[src/rtl/diferenta_produs_impartire_if.sv]
// Operand/result bundle for diferenta_produs_impartire: operands plus valid_in in, three result channels out.
// Results are plain valid pulses with no ready; the divider exposes div_busy instead.
interface diferenta_produs_impartire_if #(parameter int WIDTH = 28);
    logic signed [WIDTH-1:0] n1;
    logic signed [WIDTH-1:0] n2;
    logic                    valid_in;
    logic signed [WIDTH-1:0] dif_out;
    logic                    dif_valid;
    logic                    dif_ovf;
    logic signed [WIDTH-1:0] prod_out;
    logic                    prod_valid;
    logic                    prod_ovf;
    logic signed [WIDTH-1:0] div_out;
    logic                    div_valid;
    logic                    div_err;
    logic                    div_busy;

    modport master (
        output n1, n2, valid_in,
        input  dif_out, dif_valid, dif_ovf,
        input  prod_out, prod_valid, prod_ovf,
        input  div_out, div_valid, div_err, div_busy
    );

    modport slave (
        input  n1, n2, valid_in,
        output dif_out, dif_valid, dif_ovf,
        output prod_out, prod_valid, prod_ovf,
        output div_out, div_valid, div_err, div_busy
    );
endinterface

[src/rtl/diferenta_produs_impartire.sv]
// Signed difference/product (latency 1, one per cycle) and restoring divider (WIDTH+1 cycles, ignores requests while busy).
// Define OVF_SAT_EN to saturate overflowed difference/product instead of wrapping.
module diferenta_produs_impartire #(
    parameter int WIDTH = 28
) (
    input logic                   clk,
    input logic                   rst,
    diferenta_produs_impartire_if.slave bus
);
    localparam int CW = $clog2(WIDTH + 1);
    localparam logic [WIDTH-1:0] SMAX = {1'b0, {(WIDTH-1){1'b1}}};
    localparam logic [WIDTH-1:0] SMIN = {1'b1, {(WIDTH-1){1'b0}}};

    typedef enum logic [1:0] {IDLE, RUN, DONE} state_t;

    logic [WIDTH-1:0]   a, b;
    logic [WIDTH-1:0]   dif_raw, dif_res, prod_res;
    logic               dif_ovf_c, prod_ovf_c;
    logic [2*WIDTH-1:0] a_ext, b_ext, prod_full;

    assign a = bus.n1;
    assign b = bus.n2;

    always_comb begin
        dif_raw   = a - b;
        dif_ovf_c = (a[WIDTH-1] != b[WIDTH-1]) && (dif_raw[WIDTH-1] != a[WIDTH-1]);
        a_ext     = {{WIDTH{a[WIDTH-1]}}, a};
        b_ext     = {{WIDTH{b[WIDTH-1]}}, b};
        // Low 2*WIDTH bits of a sign-extended product are signedness-independent.
        prod_full = a_ext * b_ext;
        prod_ovf_c = (|prod_full[2*WIDTH-1:WIDTH-1]) && !(&prod_full[2*WIDTH-1:WIDTH-1]);
`ifdef OVF_SAT_EN
        dif_res  = dif_ovf_c ? (a[WIDTH-1] ? SMIN : SMAX) : dif_raw;
        prod_res = prod_ovf_c ? (prod_full[2*WIDTH-1] ? SMIN : SMAX) : prod_full[WIDTH-1:0];
`else
        dif_res  = dif_raw;
        prod_res = prod_full[WIDTH-1:0];
`endif
    end

    logic [WIDTH-1:0] dif_q, prod_q;
    logic             dif_vld_q, dif_ovf_q, prod_vld_q, prod_ovf_q;

    always_ff @(posedge clk) begin
        if (rst) begin
            dif_q      <= '0;
            dif_vld_q  <= 1'b0;
            dif_ovf_q  <= 1'b0;
            prod_q     <= '0;
            prod_vld_q <= 1'b0;
            prod_ovf_q <= 1'b0;
        end else begin
            dif_vld_q  <= bus.valid_in;
            prod_vld_q <= bus.valid_in;
            if (bus.valid_in) begin
                dif_q      <= dif_res;
                dif_ovf_q  <= dif_ovf_c;
                prod_q     <= prod_res;
                prod_ovf_q <= prod_ovf_c;
            end
        end
    end

    // Divider: magnitudes shifted through rem/quo, sign and error applied on the last step.
    state_t           state, state_nxt;
    logic [CW-1:0]    cnt, cnt_nxt;
    logic [WIDTH-1:0] quo, quo_nxt, rem, rem_nxt, dvs, dvs_nxt;
    logic             neg, neg_nxt, qovf, qovf_nxt;
    logic [WIDTH-1:0] div_q, div_nxt;
    logic             err_q, err_nxt;
    logic [WIDTH:0]   rem_sh, sub;
    logic             ge;
    logic [WIDTH-1:0] quo_step;

    always_comb begin
        state_nxt = state;
        cnt_nxt   = cnt;
        quo_nxt   = quo;
        rem_nxt   = rem;
        dvs_nxt   = dvs;
        neg_nxt   = neg;
        qovf_nxt  = qovf;
        div_nxt   = div_q;
        err_nxt   = err_q;
        rem_sh    = {rem, quo[WIDTH-1]};
        sub       = rem_sh - {1'b0, dvs};
        ge        = ~sub[WIDTH];
        quo_step  = {quo[WIDTH-2:0], ge};
        case (state)
            IDLE: begin
                if (bus.valid_in) begin
                    quo_nxt  = a[WIDTH-1] ? -a : a;
                    dvs_nxt  = b[WIDTH-1] ? -b : b;
                    rem_nxt  = '0;
                    neg_nxt  = a[WIDTH-1] ^ b[WIDTH-1];
                    qovf_nxt = (a == SMIN) && (&b);
                    cnt_nxt  = CW'(WIDTH - 1);
                    if (b == '0) begin
                        state_nxt = DONE;
                        div_nxt   = '0;
                        err_nxt   = 1'b1;
                    end else begin
                        state_nxt = RUN;
                    end
                end
            end
            RUN: begin
                quo_nxt = quo_step;
                rem_nxt = ge ? sub[WIDTH-1:0] : rem_sh[WIDTH-1:0];
                cnt_nxt = cnt - 1'b1;
                if (cnt == '0) begin
                    state_nxt = DONE;
                    div_nxt   = qovf ? SMIN : (neg ? -quo_step : quo_step);
                    err_nxt   = qovf;
                end
            end
            DONE:    state_nxt = IDLE;
            default: state_nxt = IDLE;
        endcase
    end

    always_ff @(posedge clk) begin
        if (rst) begin
            state <= IDLE;
            cnt   <= '0;
            quo   <= '0;
            rem   <= '0;
            dvs   <= '0;
            neg   <= 1'b0;
            qovf  <= 1'b0;
            div_q <= '0;
            err_q <= 1'b0;
        end else begin
            state <= state_nxt;
            cnt   <= cnt_nxt;
            quo   <= quo_nxt;
            rem   <= rem_nxt;
            dvs   <= dvs_nxt;
            neg   <= neg_nxt;
            qovf  <= qovf_nxt;
            div_q <= div_nxt;
            err_q <= err_nxt;
        end
    end

    assign bus.dif_out    = dif_q;
    assign bus.dif_valid  = dif_vld_q;
    assign bus.dif_ovf    = dif_ovf_q;
    assign bus.prod_out   = prod_q;
    assign bus.prod_valid = prod_vld_q;
    assign bus.prod_ovf   = prod_ovf_q;
    assign bus.div_out    = div_q;
    assign bus.div_err    = err_q;
    assign bus.div_valid  = (state == DONE);
    assign bus.div_busy   = (state != IDLE);
endmodule

[src/flat_wrapper.sv]
// flat-port wrapper written by rule: the top's interface ports become plain ports
module diferenta_produs_impartire_flat 
#(
    parameter int WIDTH = 28
)
  (clk, rst, bus_n1, bus_n2, bus_valid_in, bus_dif_out, bus_dif_valid, bus_dif_ovf, bus_prod_out, bus_prod_valid, bus_prod_ovf, bus_div_out, bus_div_valid, bus_div_err, bus_div_busy);
  diferenta_produs_impartire_if #(.WIDTH(WIDTH)) bus_i ();
  input logic clk;
  input logic rst;
  input wire logic [$bits(bus_i.n1)-1:0] bus_n1;
  input wire logic [$bits(bus_i.n2)-1:0] bus_n2;
  input wire logic [$bits(bus_i.valid_in)-1:0] bus_valid_in;
  output wire logic [$bits(bus_i.dif_out)-1:0] bus_dif_out;
  output wire logic [$bits(bus_i.dif_valid)-1:0] bus_dif_valid;
  output wire logic [$bits(bus_i.dif_ovf)-1:0] bus_dif_ovf;
  output wire logic [$bits(bus_i.prod_out)-1:0] bus_prod_out;
  output wire logic [$bits(bus_i.prod_valid)-1:0] bus_prod_valid;
  output wire logic [$bits(bus_i.prod_ovf)-1:0] bus_prod_ovf;
  output wire logic [$bits(bus_i.div_out)-1:0] bus_div_out;
  output wire logic [$bits(bus_i.div_valid)-1:0] bus_div_valid;
  output wire logic [$bits(bus_i.div_err)-1:0] bus_div_err;
  output wire logic [$bits(bus_i.div_busy)-1:0] bus_div_busy;
  assign bus_i.n1 = bus_n1;
  assign bus_i.n2 = bus_n2;
  assign bus_i.valid_in = bus_valid_in;
  assign bus_dif_out = bus_i.dif_out;
  assign bus_dif_valid = bus_i.dif_valid;
  assign bus_dif_ovf = bus_i.dif_ovf;
  assign bus_prod_out = bus_i.prod_out;
  assign bus_prod_valid = bus_i.prod_valid;
  assign bus_prod_ovf = bus_i.prod_ovf;
  assign bus_div_out = bus_i.div_out;
  assign bus_div_valid = bus_i.div_valid;
  assign bus_div_err = bus_i.div_err;
  assign bus_div_busy = bus_i.div_busy;
  diferenta_produs_impartire #(.WIDTH(WIDTH)) u_core (.clk(clk), .rst(rst), .bus(bus_i));
endmodule
[config.mk]
export PLATFORM = sky130hd
export DESIGN_NAME = diferenta_produs_impartire_flat
export DESIGN_NICKNAME = d
export VERILOG_FILES = /design/src/rtl/diferenta_produs_impartire_if.sv /design/src/rtl/diferenta_produs_impartire.sv /design/src/flat_wrapper.sv
export SDC_FILE = /design/constraint.sdc
export NUM_CORES = 2
export LEC_CHECK = 0
export ABC_CLOCK_PERIOD_IN_PS = 13190
export CAP_MARGIN = 10
export CORE_MARGIN = 4
export CORE_UTILIZATION = 25
export CTS_CLUSTER_DIAMETER = 120
export DETAILED_ROUTE_END_ITERATION = 10
export SKIP_LAST_GASP = 1
export SYNTH_ARGS = -nofsm -noshare
export SYNTH_HDL_FRONTEND = slang
export SYNTH_SLANG_ARGS = --single-unit
[constraint.sdc]
create_clock -name clk -period 13.19 [get_ports clk]
set_clock_uncertainty 0.15 [all_clocks]
set_input_delay 1.319 -clock clk [delete_from_list [all_inputs] [get_ports clk]]
set_output_delay 1.319 -clock clk [all_outputs]
set_load 0.1 [all_outputs]
==> metrics.txt <==
outcome=finished clean; Pre-antenna DRT Iters=6; Slowest-stage cell, CP=clkdlybuf4s50_1; Yosys top cell by area=fa_1; largest cells by area after synthesis=fa_1, dfxtp_1, ha_1; clock sink count=181; largest net degree at the start of global routing=78; Post-synth EDFFs=0; DR vias=30890; vias in the first global route=31970; max_slew headroom=0.2043; wire length per cell=roughly 18 um; hpwl dp=97150 um; Chip Height=405.2 um; highest routed layer=met5; count leader, synth=fa_1; Synth top area share=0.4188; Crit. End Element=flop; most frequent CP cell=fa_1; Initial Util=0.2519; FP Rows=145; RSZ-0062 raised after global routing=false; post-CTS setup buffers=0; wire length on met1=49400 um; wire length on met2=58400 um; drt drc=0; syn_area_per_cell=9.013 sq um; Synth Instances=around 4400; worst hold path type=reg2reg; GP Congestion=0.8777; clock transition at the registers of the reported paths=0.11 ns; GRT overflow=0; Die W=405.2 um; Final setup viols=0; fraction of layout cells with a size suffix above 1=0.03180; Initial DRC Count=2297; worst-path fanout max=23; maxcap violations=0; fmax=92.87 MHz; predominant post-synthesis flop cell=dfxtp_1; die area=roughly 160000 sq um; vias per cell=between 4 and 5; WP data arrival=11.01 ns; syn nets=5534; clk root buf=clkbuf_16; Setup CP Type=in2reg; Met3 Wirelength=7185 um; Total Routing Usage GR=0.1464; Netlist cell types=83; Synth warnings=0; Hold-fix buffers, CTS=0; Clock Path Buffers=2; H-tree depth=4; flops & latches, synth=181; # IOs=150; number of CTS-inserted buffers=17; first-pass GRT wire length=187100 um; required time of the critical path=approximately 13 ns; drt total wl=118900 um; Port Buf Inserts=149; setup TNS=0 ns; Post-synth top cells=fa_1, inv_1, nand2_1; cell area after synthesis=39440 sq um; Final Cycle Share=0.8163; Largest stage delay, worst path=1.20 ns; Worst Max-Slew Pin Slew=1.190 ns; final hold violation count=0; CTS tree=built; fin crit period=approximately 11 ns; post-route ant nets=0; Worst-Skew Late Latency=0.51 ns; Async S/R FF share, synth=0; sequential element share of the synthesized area=0.09187; initial antenna violation count=7; Syn-to-layout area delta=10.69%; final slew viol count=0; critical path launch point type=primary input; fin nets=5516; cts repair resizes=0; Core ar.=156600 sq um
-- cells in the final DEF (no fill, tap or decap), types with 25 or more instances in the layout --
| cell type | n |
|---|---|
| a211oi_1 | 49 |
| a21o_1 | 34 |
| a21oi_1 | 117 |
| a222oi_1 | 25 |
| and2_1 | 301 |
| buf_4 | 74 |
| clkdlybuf4s50_1 | 144 |
| dfxtp_1 | 181 |
| fa_1 | 825 |
| ha_1 | 274 |
| inv_1 | 710 |
| mux2i_1 | 50 |
| nand2_1 | 524 |
| nand2b_1 | 42 |
| nand3_1 | 47 |
| nor2_1 | 263 |
| nor3_1 | 48 |
| o21ai_0 | 118 |
| o31ai_1 | 31 |
| or3_1 | 25 |
| xnor2_1 | 130 |
-- cell families (layout without fill, tap and decap cells) --
| kind of cell | count (synthesis) | after routing | synth area share |
|---|---|---|---|
| AOI/OAI and AO/OA | 549 | 549 | 0.09435 |
| DFF | 181 | 181 | 0.09187 |
| xor gates and xnor gates | 152 | 152 | 0.03375 |
| buffers and inverters | 970 | 965 | 0.09305 |
| and+or+nand+nor | 1374 | 1374 | 0.1683 |
| other | 0 | 3 | 0 |
| muxes | 51 | 51 | 0.01298 |
| adders and majority gates | 1099 | 1099 | 0.5057 |
-- path summary, 6_finish.rpt --
check / start / to / slack (ns) / cells past startpoint
worst min-delay path: u_core.bus.div_err / u_core.bus.div_err / 0.31 / 2
worst max-delay path: bus_n2[7] / u_core.bus.prod_ovf / 2.42 / 28
worst min register to register: u_core.bus.div_err / u_core.bus.div_err / 0.31 / 2
worst max register to register: u_core.quo[27] / u_core.bus.div_out[18] / 7.52 / 22
-- stage by stage --
stage	worst slack (ns)	std cells	cell area, sq um	hold slack (ns)	util
5_1_grt	1.867	6430	43650	0.3248	0.2788
3_3_place_gp	2.192	6396	43040	0.2971	0.2749
6_report	2.423	6432	43660	0.3150	0.2788
4_1_cts	2.627	6428	43620	0.3154	0.2786
3_5_place_dp	2.077	6396	43040	0.3023	0.2749
2_1_floorplan	3.497	4376	39440	0.2819	-
-- flip-flops by register name, summed over array words and instances, names as in the netlist --
name,count
u_core.bus.dif_out,28
u_core.bus.dif_ovf,1
u_core.bus.dif_valid,1
u_core.bus.div_err,1
u_core.bus.div_out,28
u_core.bus.prod_out,28
u_core.bus.prod_ovf,1
u_core.cnt,5
u_core.dvs,28
u_core.neg,1
u_core.qovf,1
u_core.quo,28
u_core.rem,28
u_core.state,2
-- per-layer routing --
metal | up-vias | track usage
met2 | 1030 | 0.2509
met1 | 15970 | 0.1920
met4 | 8 | 0.04710
li1 | 13720 | -
met3 | 155 | 0.01764
met5 | - | 0
-- critical path, delay by kind of cell --
kind / cells / cell delay (ns)
adder cells (fa/ha/maj): 9 / 4.00
buffers and inverters: 6 / 2.48
AO/OA/AOI/OAI: 11 / 2.43
AND/OR/NAND/NOR: 2 / 0.76
-- layout make-up --
type,instances,area [sq um]
antenna,3,7.507
fill,16670,112900
clock inverter,14,153.9
inverter,712,2673
tap,2058,2575
sequential,181,3623
clock buffer,18,429.2
multi-input combinational,3225,32160
timing repair buffer,221,2034
Power is left out: the tool's default activity adds up to more than one toggle a clock period on the data nets, which glitch-free logic cannot reach.
